[src/rtl/pong_pkg.sv]
// rtl/pong_pkg.sv - shared types and constants for the pong round controller.
package pong_pkg;

  typedef enum logic [2:0] {
    ST_IDLE  = 3'd0,
    ST_SERVE = 3'd1,
    ST_PLAY  = 3'd2,
    ST_POINT = 3'd3,
    ST_OVER  = 3'd4
  } state_t;

  localparam logic [1:0] WINNER_NONE  = 2'b00;
  localparam logic [1:0] WINNER_LEFT  = 2'b01;
  localparam logic [1:0] WINNER_RIGHT = 2'b10;

  // Position of the frame_tick pulse in the 800x600 raster.
  localparam int FRAME_LAST_ROW = 599;
  localparam int FRAME_LAST_COL = 799;

  function automatic logic [3:0] score_inc(input logic [3:0] score, input logic [3:0] limit);
    return (score >= limit) ? limit : score + 4'd1;
  endfunction

endpackage

[src/rtl/frame_timer.sv]
// rtl/frame_timer.sv - 8-bit frame counter, saturating at 255, cleared on request.
module frame_timer (
  input  logic       clock,
  input  logic       reset,
  input  logic       clear,
  input  logic       tick,
  output logic [7:0] count
);

  always_ff @(posedge clock or negedge reset) begin
    if (!reset) begin
      count <= '0;
    end else if (clear) begin
      count <= '0;
    end else if (tick && (count != 8'hFF)) begin
      count <= count + 8'd1;
    end
  end

endmodule

[src/rtl/pong_round_ctrl.sv]
// rtl/pong_round_ctrl.sv - pong round/score sequencer; PONG_OVER_BLINK_EN blinks paddles in OVER.
module pong_round_ctrl #(
  parameter int SERVE_FRAMES = 60,
  parameter int POINT_FRAMES = 90,
  parameter int WIN_SCORE    = 7
) (
  input  logic       clock,
  input  logic       reset,
  input  logic       frame_tick,
  input  logic       start,
  input  logic       miss_left,
  input  logic       miss_right,
  output logic       up_p,
  output logic       center,
  output logic       draw_p,
  output logic       ball_run,
  output logic [3:0] score_l,
  output logic [3:0] score_r,
  output logic [1:0] winner,
  output logic [2:0] state
);
  import pong_pkg::*;

  localparam logic [7:0] SERVE_LAST = 8'(SERVE_FRAMES - 1);
  localparam logic [7:0] POINT_LAST = 8'(POINT_FRAMES - 1);
  localparam logic [3:0] WIN        = 4'(WIN_SCORE);

  state_t     cur_state;
  state_t     nxt_state;
  logic [7:0] count;
  logic       start_s1, start_s2, start_s3;
  logic       start_rise;
  logic       flag_l, flag_r;
  logic       eff_l, eff_r;
  logic       state_change;

  // Two flops resynchronise the button; the third remembers the previous level.
  always_ff @(posedge clock or negedge reset) begin
    if (!reset) begin
      start_s1 <= 1'b0;
      start_s2 <= 1'b0;
      start_s3 <= 1'b0;
    end else begin
      start_s1 <= start;
      start_s2 <= start_s1;
      start_s3 <= start_s2;
    end
  end

  assign start_rise   = start_s2 & ~start_s3;
  assign eff_l        = flag_l | miss_left;
  assign eff_r        = flag_r | miss_right;
  assign state_change = (nxt_state != cur_state);
  assign state        = cur_state;

  frame_timer u_frame_timer (
    .clock (clock),
    .reset (reset),
    .clear (state_change),
    .tick  (frame_tick),
    .count (count)
  );

`ifdef PONG_OVER_BLINK_EN
  logic blink;

  always_ff @(posedge clock or negedge reset) begin
    if (!reset) begin
      blink <= 1'b1;
    end else if (cur_state != ST_OVER) begin
      blink <= 1'b1;
    end else if (frame_tick && (count[4:0] == 5'h1F) && (count != 8'hFF)) begin
      blink <= ~blink;
    end
  end
`endif

  always_comb begin
    nxt_state = cur_state;
    center    = 1'b0;
    draw_p    = 1'b0;
    up_p      = 1'b0;
    ball_run  = 1'b0;
    case (cur_state)
      ST_IDLE: begin
        center = 1'b1;
        if (start_rise) nxt_state = ST_SERVE;
      end
      ST_SERVE: begin
        center = (count == 8'd0);
        draw_p = 1'b1;
        up_p   = 1'b1;
        if (frame_tick && (count == SERVE_LAST)) nxt_state = ST_PLAY;
      end
      ST_PLAY: begin
        draw_p   = 1'b1;
        up_p     = 1'b1;
        ball_run = 1'b1;
        if (frame_tick && (eff_l || eff_r)) nxt_state = ST_POINT;
      end
      ST_POINT: begin
        draw_p = 1'b1;
        if (frame_tick && (count == POINT_LAST)) begin
          nxt_state = ((score_l == WIN) || (score_r == WIN)) ? ST_OVER : ST_SERVE;
        end
      end
      ST_OVER: begin
`ifdef PONG_OVER_BLINK_EN
        draw_p = blink;
`else
        draw_p = 1'b1;
`endif
        if (start_rise) nxt_state = ST_IDLE;
      end
      default: nxt_state = ST_IDLE;
    endcase
  end

  always_ff @(posedge clock or negedge reset) begin
    if (!reset) begin
      cur_state <= ST_IDLE;
    end else begin
      cur_state <= nxt_state;
    end
  end

  // Misses are only meaningful while the ball is live; leaving PLAY forgets them.
  always_ff @(posedge clock or negedge reset) begin
    if (!reset) begin
      flag_l <= 1'b0;
      flag_r <= 1'b0;
    end else if ((cur_state == ST_PLAY) && (nxt_state == ST_PLAY)) begin
      flag_l <= eff_l;
      flag_r <= eff_r;
    end else begin
      flag_l <= 1'b0;
      flag_r <= 1'b0;
    end
  end

  always_ff @(posedge clock or negedge reset) begin
    if (!reset) begin
      score_l <= 4'd0;
      score_r <= 4'd0;
      winner  <= WINNER_NONE;
    end else if ((cur_state == ST_IDLE) && (nxt_state == ST_SERVE)) begin
      score_l <= 4'd0;
      score_r <= 4'd0;
      winner  <= WINNER_NONE;
    end else if ((cur_state == ST_PLAY) && (nxt_state == ST_POINT)) begin
      // A left miss is a point for the right player and vice versa; both is void.
      if (eff_l && !eff_r) score_r <= score_inc(score_r, WIN);
      if (eff_r && !eff_l) score_l <= score_inc(score_l, WIN);
    end else if ((cur_state == ST_POINT) && (nxt_state == ST_OVER)) begin
      winner <= (score_l == WIN) ? WINNER_LEFT : WINNER_RIGHT;
    end
  end

endmodule
[config.mk]
export PLATFORM = sky130hd
export DESIGN_NAME = pong_round_ctrl
export DESIGN_NICKNAME = d
export VERILOG_FILES = /design/src/rtl/pong_pkg.sv /design/src/rtl/frame_timer.sv /design/src/rtl/pong_round_ctrl.sv
export SDC_FILE = /design/constraint.sdc
export NUM_CORES = 1
export LEC_CHECK = 0
export ABC_AREA = 1
export BUFFER_PORTS_ARGS = -buffer_cell sky130_fd_sc_hd__buf_2
export CAP_MARGIN = 0
export CORE_MARGIN = 1.5
export CORE_UTILIZATION = 60
export CTS_CLUSTER_DIAMETER = 200
export DETAILED_ROUTE_END_ITERATION = 7
export PLACE_DENSITY = 0.87
export RECOVER_POWER = 100
export SLEW_MARGIN = 20
export SYNTH_ARGS = -nofsm -noshare
export SYNTH_HDL_FRONTEND = slang
export SYNTH_HIERARCHICAL = 1
export SYNTH_SLANG_ARGS = --single-unit
[constraint.sdc]
create_clock -name clock -period 2.9 [get_ports clock]
set_input_delay 0.29 -clock clock [delete_from_list [all_inputs] [get_ports clock]]
set_output_delay 0.29 -clock clock [all_outputs]
set_load 0.01 [all_outputs]
==> reports/results.ini <==
[status]
status = finished, final reports clean

[synthesis]
synth_compound_area_share_pct = 11.2
synthMuxAreaShare_pct = 0
ys_top_cells_by_area = dfrtp_1 41%, nand2_1 11%, nand3_1 7.0%
synth_top_area_share_pct = 41.5
syn_avg_cell_area_um2 = 7.73
synthArstFlopShare_pct = 100
yosys.area_share.xor_xnor_pct = 0
synth_area_leader_cell = dfrtp_1
synth_area_mm2 = 0.00157
ys.flop_type = dfrtp_1
syn-num-nets = 212
ys_types = 32
synth-simple-area-share_pct = 36.2
syn-instance-count = 203
seq_area_frac_synth_pct = 41.5
synth_edf_count = 0
ys_seq_elements = 26
synthAdderAreaFrac_pct = 2.39
yosysWarnings = 6
synth_top_family_by_area = simple AND/OR/NAND/NOR gates

[worst_hold_path]
hold_class = in -> reg

[global_routing]
grt_max_degree = 27
grt_util_all_layers_pct = 25.9
grt_antenna_before_repair = 0
grt-ovfl-total = 0
grt_pass1_vias = 1256
grt_first_pass_wirelength_um = 5440

[clocking]
clkLatencyLatePin_ps = 330
htreeDepth = 1
post_cts_resized = 0
clkSinkCount = 26
cts_setup_buffers = 0
numCtsBuffers = 3
clock_path_buffers = 2
postCtsHoldBufs = 1
path_clk_slew_ps = 140
cts_tree = done
cts-root-buf = clkbuf_4

[worst_setup_path]
critical_path_class = reg -> reg
cp.arrival_ps = 2490
crit_fanout = 7
crit_required_ps = 3140
cp-end-kind = flip-flop
start_kind = flip-flop

[place]
placed_cells = 255
numPortBuffers = 22
hpwlAfterDp_um = 2480
place.gp.congestion = 0.907

[layout]
drive_gt1_share_pct = 10.0
area_growth_pct = 5.42
final_cell_mix = 48 x nand2_1, 32 x inv_1, 26 x dfrtp_1
final_common_cell = nand2_1
finalNonFillerCells = 259
fin_nets = 240
n_antenna_cell = 0

[sta]
rsz0062_at_grt = no
finalCritPeriodShare_pct = 77.5
finalHoldViolations = 0
tightest_slew_ps = 1410
relSlewSlack_pct = 5.92
fmax_ghz = 0.445
tns_ps = 0
setup_viol = 0
period_needed_ps = 2250
skew_ps = 3.32
maxSlewViolCount = 0

[floorplanning]
initial_core_util_pct = 63.3
die_y_um = 54.1
dieArea_mm2 = 0.00293
die-width_um = 54.1
ios = 23
core_mm2 = 0.00248
num_rows = 18

[flow_run]
cap_violations = 0

[routing]
ant_nets = 0
wire_per_inst_um = 12.8
first_pass_iters = 4
viasPerCell = 5.42
drc_errors = 0
via_count = 1403
drt_iter0_markers = 48
wl_um = 3330

[pwr]
leakage_nw = 0.849
power_per_cell_area_mw_per_mm2 = 485
vdd_drop_max_uv = 486

## final timing paths
check,end,from,cells after the start,slack (ps)
max reg2reg,u_frame_timer/count[4],state[2],12,650
min reg2reg,start_s2,start_s1,0,370
min,start_s1,start,1,60
max in group asynchronous,u_frame_timer/count[6],reset,2,1290
min in group asynchronous,winner[0],reset,2,790
max,u_frame_timer/count[4],state[2],12,650
## through the flow
| stage | hold slack (ps) | instance area [um^2] | setup WS (ps) | util [%] | power, mW |
|---|---|---|---|---|---|
| 2_1_floorplan | -5.59 | 1570 | 1100 | - | 0.586 |
| 3_3_place_gp | 310 | 1720 | 954 | 69.3 | 0.638 |
| 3_5_place_dp | 321 | 1720 | 895 | 69.3 | 0.643 |
| 4_1_cts | 54.5 | 1750 | 871 | 70.6 | 0.801 |
| 5_1_grt | 60.7 | 1650 | 350 | 66.8 | 0.845 |
| 6_report | 62.9 | 1650 | 651 | 66.8 | 0.803 |
## cells in the mapped netlist, types with 2 or more instances
library cell,number
inv_1,29
o21bai_1,2
ha_1,3
nor4_1,2
nand2_1,45
a21oi_1,8
nor3_2,2
nor3_1,3
nand2_2,5
nor2_1,16
o21ai_1,9
nand4_2,2
inv_2,4
o21ai_0,2
a21oi_2,3
nor2_2,5
nand3_1,22
nor2_4,2
dfrtp_1,26
## cell type report
class | instances | area (um^2)
fill | 243 | 823
clock buffer | 3 | 22.5
sequential | 26 | 651
timing repair buffer | 23 | 100
tap | 30 | 37.5
multi-input combinational | 142 | 707
inverter | 35 | 136
## power by group
part           internal (mW)  switching [mW]  total (mW)
clock network         0.0490           0.112       0.161
logic                 0.0650          0.0990       0.164
registers              0.400          0.0772       0.478
total                  0.514           0.288       0.803
## sequential cells by signal (all words and copies together), names as in the netlist
signal and count:
u_frame_timer/count 8, score_l 4, score_r 4, state 3, winner 2, flag_l 1
flag_r 1, start_s1 1, start_s2 1, start_s3 1
## per-layer routing
metal / global-route usage [%] / vias to the layer above / part of all wire, %
met3: 5.28 / 6 / 6.1
met4: 10.4 / 0 / 1.1
met1: 34.2 / 636 / 47
met5: 0 / - / 0
li1: - / 716 / -
met2: 41.2 / 45 / 46
## cells by family (layout without fill, tap and decap cells)
group	Yosys count	after routing
simple gates	110	110
buf+inv	35	61
compound gates	29	29
flops	26	26
fa+ha+maj	3	3
## worst max-delay path, cell delays in order (launching register included)
cell and delay, ps:
dfrtp_1 430, inv_1 180, nand2_1 120, nor2_1 260, inv_1 200, nand4_1 130
nand2_1 60, nor2_1 90, nand2_1 160, inv_1 160, nand2_1 190, nand2_1 130
nand2_1 60
Note: power is estimated with default switching activity, not from simulation.
